===== src/rtl/array_ops_pkg.sv =====
// Shared helpers for the array conversion blocks: beat count and the
// flat-index mapping used when turning a flat element stream into a grid.
package array_ops_pkg;

  // Number of beats needed to carry a full rows x cols grid.
  function automatic int beats_f(input int rows, input int cols, input int beat_elems);
    return (rows * cols) / beat_elems;
  endfunction

  // Flat stream position of grid element (i, j).
  // transpose=0: row index runs fastest (column-major stream).
  // transpose=1: column index runs fastest (row-major stream).
  function automatic int flat_index_f(input int i, input int j, input logic transpose,
                                      input int rows, input int cols);
    return transpose ? (i * cols + j) : (j * rows + i);
  endfunction

endpackage


===== src/rtl/flat_to_grid_map.sv =====
// Combinational remap of a flat element buffer into a [ROWS][COLS] grid,
// with the fill order chosen by the transpose input.
module flat_to_grid_map
  import array_ops_pkg::*;
#(
  parameter int BIT_WIDTH = 4,
  parameter int ROWS      = 8,
  parameter int COLS      = 8
) (
  input  logic [ROWS*COLS*BIT_WIDTH-1:0] flat,
  input  logic                           transpose,
  output logic [BIT_WIDTH-1:0]           grid [ROWS][COLS]
);

  for (genvar i = 0; i < ROWS; i++) begin : g_row
    for (genvar j = 0; j < COLS; j++) begin : g_col
      localparam int K_COL = flat_index_f(i, j, 1'b0, ROWS, COLS);
      localparam int K_ROW = flat_index_f(i, j, 1'b1, ROWS, COLS);
      assign grid[i][j] = transpose ? flat[K_ROW*BIT_WIDTH +: BIT_WIDTH]
                                    : flat[K_COL*BIT_WIDTH +: BIT_WIDTH];
    end
  end

endmodule


===== src/rtl/stream_1d_to_3d_array.sv =====
// Streaming beat-to-grid assembler. Beats fill a flat buffer; a completed
// frame is remapped into the grid-shaped output register, either on the
// completing edge (bypass) or later once the output register frees up.
module stream_1d_to_3d_array
  import array_ops_pkg::*;
#(
  parameter int BIT_WIDTH  = 4,
  parameter int ROWS       = 8,
  parameter int COLS       = 8,
  parameter int BEAT_ELEMS = 4
) (
  input  logic                            clk,
  input  logic                            rst,
  input  logic [BEAT_ELEMS*BIT_WIDTH-1:0] in_data,
  input  logic                            in_valid,
  output logic                            in_ready,
  input  logic                            in_last,
  input  logic                            in_transpose,
  output logic [BIT_WIDTH-1:0]            out [ROWS][COLS],
  output logic                            out_valid,
  input  logic                            out_ready,
  output logic                            err
);

  localparam int BEATS  = beats_f(ROWS, COLS, BEAT_ELEMS);
  localparam int CW     = (BEATS > 1) ? $clog2(BEATS) : 1;
  localparam int FLAT_W = ROWS * COLS * BIT_WIDTH;
  localparam logic [CW-1:0] LAST_CNT = CW'(BEATS - 1);

  if ((ROWS * COLS) % BEAT_ELEMS != 0) begin : g_bad_beat
    $error("BEAT_ELEMS must divide ROWS*COLS");
  end

  logic [CW-1:0]        bcnt;
  logic                 full;
  logic                 held;
  logic                 tr_q;
  logic [FLAT_W-1:0]    fill_q;
  logic [FLAT_W-1:0]    fill_next;
  logic [FLAT_W-1:0]    map_flat;
  logic                 map_tr;
  logic [BIT_WIDTH-1:0] grid [ROWS][COLS];
  logic                 accept;
  logic                 at_last;
  logic                 complete;
  logic                 transfer_full;
  logic                 bypass;
  logic                 load_out;

  // Stall only when a finished frame waits behind an unconsumed one.
  assign in_ready      = !rst && !(full && held && !out_ready);
  assign accept        = in_valid && in_ready;
  assign at_last       = (bcnt == LAST_CNT);
  assign complete      = accept && at_last;
  assign transfer_full = full && (!held || out_ready);
  assign bypass        = complete && !full && (!held || out_ready);
  assign load_out      = transfer_full || bypass;
  assign out_valid     = held;

  // Fill buffer with the current beat merged in, plus the remap source:
  // a waiting full frame takes priority, otherwise the in-flight frame
  // including this beat so completion can bypass straight to the output.
  always_comb begin
    fill_next = fill_q;
    if (accept) begin
      for (int e = 0; e < BEAT_ELEMS; e++) begin
        fill_next[(int'(bcnt) * BEAT_ELEMS + e) * BIT_WIDTH +: BIT_WIDTH] =
          in_data[e*BIT_WIDTH +: BIT_WIDTH];
      end
    end
    map_flat = full ? fill_q : fill_next;
    map_tr   = full ? tr_q : ((bcnt == '0) ? in_transpose : tr_q);
  end

  flat_to_grid_map #(
    .BIT_WIDTH (BIT_WIDTH),
    .ROWS      (ROWS),
    .COLS      (COLS)
  ) u_map (
    .flat      (map_flat),
    .transpose (map_tr),
    .grid      (grid)
  );

  // Fill buffer storage; every delivered frame rewrites all slots, so no reset.
  always_ff @(posedge clk) begin
    fill_q <= fill_next;
  end

  // Beat counter, transpose latch, full/held flags and framing error pulse.
  always_ff @(posedge clk) begin
    if (rst) begin
      bcnt <= '0;
      tr_q <= 1'b0;
      full <= 1'b0;
      held <= 1'b0;
      err  <= 1'b0;
    end else begin
      if (accept) begin
        if (bcnt == '0) tr_q <= in_transpose;
        if (at_last || in_last) bcnt <= '0;
        else                    bcnt <= bcnt + 1'b1;
      end
      full <= (full && !transfer_full) || (complete && !bypass);
      if (load_out)       held <= 1'b1;
      else if (out_ready) held <= 1'b0;
      err <= accept && (in_last != at_last);
    end
  end

  // Output grid register, loaded from the remap on every transfer.
  always_ff @(posedge clk) begin
    if (rst) begin
      for (int i = 0; i < ROWS; i++)
        for (int j = 0; j < COLS; j++)
          out[i][j] <= '0;
    end else if (load_out) begin
      for (int i = 0; i < ROWS; i++)
        for (int j = 0; j < COLS; j++)
          out[i][j] <= grid[i][j];
    end
  end

endmodule


===== config.mk =====
export PLATFORM = sky130hd
export DESIGN_NAME = stream_1d_to_3d_array
export DESIGN_NICKNAME = d
export VERILOG_FILES = /design/src/rtl/array_ops_pkg.sv /design/src/rtl/flat_to_grid_map.sv /design/src/rtl/stream_1d_to_3d_array.sv
export SDC_FILE = /design/constraint.sdc
export NUM_CORES = 1
export LEC_CHECK = 0
export BUFFER_PORTS_ARGS = -buffer_cell sky130_fd_sc_hd__buf_2
export CAP_MARGIN = 40
export CORE_UTILIZATION = 25
export DETAILED_ROUTE_END_ITERATION = 6
export SLEW_MARGIN = 10
export SYNTH_ARGS = -nofsm -noshare
export SYNTH_HDL_FRONTEND = slang
export SYNTH_SLANG_ARGS = --single-unit

===== constraint.sdc =====
create_clock -name clk -period 5.2 [get_ports clk]
set_clock_uncertainty 0.05 [all_clocks]
set_input_delay 1.04 -clock clk [delete_from_list [all_inputs] [get_ports clk]]
set_output_delay 1.04 -clock clk [all_outputs]
set_load 0.005 [all_outputs]

==> flow_summary.ini, run 1 <==
[status]
violations = DRC
outcome = finished, violations left

[critical_path]
cp-end-kind = flop
crit_family = simple AND/OR/NAND/NOR gates
crit_arrival_ns = 4.19
cp_slowest_cell = dfxtp_1
slowest_delay_ns = 0.92
r2r_start = bcnt[2]$_SDFFE_PP0P_
crit_fanout = 22
start_kind = flop
r2r_end = out[252]$_SDFFE_PP0P_
reg2reg_slack_ns = 1.47
path_buf_inv = 1
path_class = reg -> reg
required_ns = 5.66
worstPathCellList = inv_1 > ha_1 > nor2_1 > and4_1 > nand4_1 > mux2_2 > a311o_1
rr_worst_depth = 7

[place]
place_area_um2 = 24800
dp_hpwl_um = 62700
port_buffers = 280
placed_cells = 3764
routabilityCongestion = 0.898

[worst_hold_path]
hp-start = out[214]$_SDFFE_PP0P_
hold_path_class = reg -> reg
hold_path_depth = 2
min_to = out[214]$_SDFFE_PP0P_

[route]
ant_nets = 0
viasPerCell = 5.16
via_count = 19900
firstDrtPassIters = 7
drc = 24
drtIter0Drc = 1870
wl_per_cell_um = 22.3
wirelength_um = 86000

[layout]
finalInstanceArea_um2 = 26600
layout-drive-gt1-share_pct = 22.8
utilization_pct = 30.1
final_cells = 3862
area_growth_pct = 19.6
layout.nets = 2687
final_common_cell = dfxtp_1
final_cell_mix = 520 x dfxtp_1, 381 x nand2_1, 279 x buf_2, 275 x o21ai_0, 173 x mux2_2

[logic_synthesis]
ys_ff_latch = 520
yosys.area.top_type_share_pct = 46.8
yosys_warnings = 0
synthTopCellsByArea = dfxtp_1 47%, mux2_2 8.8%, nand2_1 6.4%
netlist_instances = 2489
postSynth.asyncResetShare_pct = 0
ys_seq_area_share_pct = 46.8
synth_top_area_cell = dfxtp_1
synth.distinct_cells = 59
syn_area_um2 = 22200
synthFlopType = dfxtp_1
synth.avg_cell_area_um2 = 8.94
synth_edf_count = 0
synth_fp_nets = 2521

[floorplan]
core_area_um2 = 88200
start_util_pct = 25.2
rows = 109
fp.dieH_um = 300
dieArea_um2 = 90200
pin_count = 281
dieWidth_um = 300

[power_and_ir_drop]
p_leak_nw = 10.4
p_per_area_nw_per_um2 = 314
max-vdd-ir-drop_mv = 0.256

[clock_network]
path_clk_slew_ns = 0.06
cts-root-buf = clkbuf_16
cts_tree = built
htreeDepth = 2
clock_path_buffers = 3
cts_setup_buffers = 0
cts_buffers = 54
cts.sink_count = 520
clkLatencyLatePin_ns = 0.62
hold_buffers = 0
cts_resized = 0

[grt]
antenna_found_initial = 6
grt_overflow = 0
grt_usage_pct = 18.4
grt_pass1_vias = 18500
grt_pass1_wl_um = 125000
grt_max_degree = 83

[sta]
fmax_mhz = 268
worst_slew_pin_slew_ns = 0.915
fin_crit_sh_pct = 71.7
setup_tns_ns = 0
rsz0062_at_grt = no
period_minus_slack_ns = 3.73
maxSlewHeadroom_pct = 38.4
hold_viol = 0
finalSetupViolations = 0
slew_violations = 0

[flow_run]
drv_cap = 0
power breakdown:
part           leakage [nW]  switching [mW]  internal (mW)
logic                  5.29           0.220         0.0664
clock network         0.906            1.67           2.35
registers              4.19          0.0180           4.02
total                  10.4            1.91           6.43
sequential cells by signal (all words and copies together) (netlist names):
| register | flops |
|---|---|
| fill_q | 256 |
| bcnt | 4 |
| out_valid | 1 |
| tr_q | 1 |
| out | 256 |
| err | 1 |
| full | 1 |
per-stage QoR:
stage          hold WS (ns)  setup WS (ns)  power [mW]
6_report              0.397           1.47        8.35
5_1_grt               0.414           1.37        8.59
4_1_cts               0.399           1.54        8.40
3_5_place_dp          0.386           1.36        4.41
3_3_place_gp          0.377           1.37        4.40
2_1_floorplan         0.368           2.25        4.29
Yosys cell counts, types with 4 or more instances:
cell	n
dfxtp_1	520
inv_1	30
o22a_1	32
a221o_1	6
buf_1	8
nor2b_1	15
o22ai_1	32
o211ai_1	12
clkbuf_1	169
mux2_2	173
nand3_1	68
a31oi_1	7
a311o_1	4
ha_1	10
and3_1	36
nand4_1	22
a21oi_1	103
nor3_1	18
mux2i_1	56
and2_1	63
nand2b_1	7
a22oi_1	56
a211oi_1	12
o221ai_1	8
or3_1	5
a21boi_0	12
nand2_1	382
o21ai_0	275
nor2_1	128
a311oi_1	36
a222oi_1	88
buf_2	48
o21a_1	8
cell type report:
type	count	area [µm²]
sequential	520	10400
clock inverter	17	214
inverter	30	113
fill	9310	61600
multi-input combinational	1712	10800
tap	1165	1460
timing repair buffer	337	1940
antenna	2	5.00
clock buffer	79	1620
cells by family after synthesis:
kind of cell	count (synthesis)	share of synthesized area, %
fa+ha+maj	10	0.562
mux	232	11.4
simple gates	767	15.7
compound gates	703	20.9
buf+inv	257	4.64
flops	520	46.8
metal layers:
metal / global-route usage, % / up-vias / routed length, µm
met2: 30.0 / 686 / 40000
li1: - / 9366 / -
met5: 0 / - / 41
met3: 3.48 / 165 / 5750
met1: 23.2 / 9720 / 36100
met4: 8.64 / 6 / 4080
worst max path at each step:
stage / to / depth (start not counted) / startpoint / slack, ns
floorplan: out[41]$_SDFFE_PP0P_ / 8 / rst / 2.25
CTS: out[252]$_SDFFE_PP0P_ / 8 / bcnt[1]$_SDFFE_PP0P_ / 1.54
global route: out[252]$_SDFFE_PP0P_ / 7 / bcnt[2]$_SDFFE_PP0P_ / 1.37
finish: out[252]$_SDFFE_PP0P_ / 7 / bcnt[2]$_SDFFE_PP0P_ / 1.47
global placement: out[15]$_SDFFE_PP0P_ / 7 / rst / 1.37
detailed placement: out[117]$_SDFFE_PP0P_ / 7 / rst / 1.36
worst min-delay path, cell delays in order, from the launching register on:
cell     delay [ns]
dfxtp_1        0.30
nand2_1        0.05
a21oi_1        0.05
(Power assumes the default switching activity.)
==> run 2, diff against run 1 <==
==> constraint.sdc (replaced) <==
create_clock -name clk -period 3.8 [get_ports clk]
set_clock_uncertainty 0.05 [all_clocks]
set_input_delay 0.76 -clock clk [delete_from_list [all_inputs] [get_ports clk]]
set_output_delay 0.76 -clock clk [all_outputs]
set_load 0.005 [all_outputs]
==> run 2 against run 1 <==
Maximum frequency is 4.3% higher; critical path depth increased by 2; cell count grew 0.44%; setup slack worse by 1.2 ns; utilization is 0.26 points higher; wire length decreased by 3.1%; critical path type unchanged; the flow still finishes with violations (DRC); register-to-register slack got worse by 1.2 ns; sequential cell count stayed put; sequential power is 37% higher; via count decreased by 0.85%; non-clock buffer count grew 14.
==> flow_summary.ini, run 2 (synthesis gave the netlist of run 1 again) <==
[layout]
final_cells = 3879
layout.nets = 2702
final_common_cell = dfxtp_1
layout-drive-gt1-share_pct = 23.4
final_cell_mix = 520 x dfxtp_1, 381 x nand2_1, 279 x buf_2, 275 x o21ai_0, 173 x mux2_2
fill_cells = 9258
area_growth_pct = 20.6
reg_top3 = fill_q (256), out (256), bcnt (4)

[route]
wirelength_um = 83300
drtIter0Drc = 2057
via_count = 19800
wl_per_cell_um = 21.5
viasPerCell = 5.10
ant_nets = 0
drc = 30
firstDrtPassIters = 7

[floorplan]
core_area_um2 = 88200
dieArea_um2 = 90200
pin_count = 281
dieWidth_um = 300
start_util_pct = 25.2
fp.dieH_um = 300
rows = 109

[sta]
period_minus_slack_ns = 3.58
setup_tns_ns = 0
slew_violations = 0
finalSetupViolations = 0
hold_viol = 0
rsz0062_at_grt = no
fin_crit_sh_pct = 94.2
worst_slew_pin_slew_ns = 0.984
maxSlewHeadroom_pct = 34.2
fmax_mhz = 280

[power_and_ir_drop]
p_clk_share_pct = 49.1
p_leak_nw = 10.5
comb_power_share_pct = 3.4
p_per_area_nw_per_um2 = 434
seqPwrFrac_pct = 47.5
internal_power_mw = 8.98
swShare_pct = 22.9
power_switching_mw = 2.66
total_power_mw = 11.6
max-vdd-ir-drop_mv = 0.332

[critical_path]
required_ns = 4.29
crit_arrival_ns = 4.07
crit_fanout = 15
start_kind = flop
path_class = reg -> reg
cp-end-kind = flop

[place]
placed_cells = 3778
dp_hpwl_um = 61000
routabilityCongestion = 0.880
port_buffers = 280

[clock_network]
cts_resized = 0
path_clk_slew_ns = 0.08
cts_tree = built
hold_buffers = 0
htreeDepth = 2
cts.sink_count = 520
cts_buffers = 55
cts-root-buf = clkbuf_16
clkLatencyLatePin_ns = 0.62
clock_path_buffers = 3
cts_setup_buffers = 0

[worst_hold_path]
hold_path_class = in -> reg

[grt]
grt_overflow = 0
grt_max_degree = 83
grt_usage_pct = 17.6
grt_pass1_wl_um = 120000
antenna_found_initial = 4
grt_pass1_vias = 18100

[flow_run]
drv_cap = 0

[status]
violations = DRC
outcome = finished, violations left
[run 2: layer usage]
layer	vias up	wire, µm	GRT usage, %
met3	109	5790	3.93
met2	648	39700	29.5
li1	9397	-	-
met4	4	2600	6.05
met1	9616	35200	22.0
met5	-	23	0
[run 2: power by group through the flow]
| stage | logic [mW] | registers [mW] | clock network (mW) |
|---|---|---|---|
| floorplan | 0.224 | 5.64 | 0 |
| global placement | 0.379 | 5.65 | 0 |
| detailed placement | 0.386 | 5.65 | 0 |
| CTS | 0.388 | 5.53 | 5.80 |
| global route | 0.420 | 5.53 | 6.01 |
| finish | 0.397 | 5.53 | 5.71 |
[run 2: path summary, 6_finish.rpt]
path	slack, ns	end	startpoint	depth (start not counted)
worst max register to register	0.22	out[106]$_SDFFE_PP0P_	bcnt[1]$_SDFFE_PP0P_	9
worst min register to register	0.40	out[59]$_SDFFE_PP0P_	out[59]$_SDFFE_PP0P_	2
worst min-delay path	0.36	tr_q$_SDFFE_PP0P_	in_transpose	2
worst max-delay path	0.22	out[106]$_SDFFE_PP0P_	bcnt[1]$_SDFFE_PP0P_	9
[run 2: cell type report]
cell class	instances	area, µm²	share of cell area [%]
Tap cell	1165	1460	5.43
Sequential cell	520	10400	38.8
Timing Repair Buffer	351	2080	7.74
Multi-Input combinational cell	1712	10800	40.4
Antenna cell	1	2.50	0.00933
Clock buffer	76	1620	6.02
Clock inverter	24	309	1.15
Inverter	30	113	0.420
[run 2: metrics by stage]
step	util [%]	area (µm²)	worst slack, ns	hold WS, ns
2_1_floorplan	-	22200	0.970	0.368
3_3_place_gp	28.2	24800	0.441	0.377
3_5_place_dp	28.2	24900	0.376	0.386
4_1_cts	30.4	26800	0.343	0.316
5_1_grt	30.4	26800	0.0424	0.353
6_report	30.4	26800	0.222	0.355
[run 2: worst max-delay path: stages (launching register included)]
cell and delay, ns:
dfxtp_1 0.78, inv_1 0.18, ha_1 0.33, ha_1 0.43, nor2b_1 0.34, and2_1 0.50, buf_4 0.26, a31oi_1 0.10
a221o_1 0.38, a21oi_1 0.15
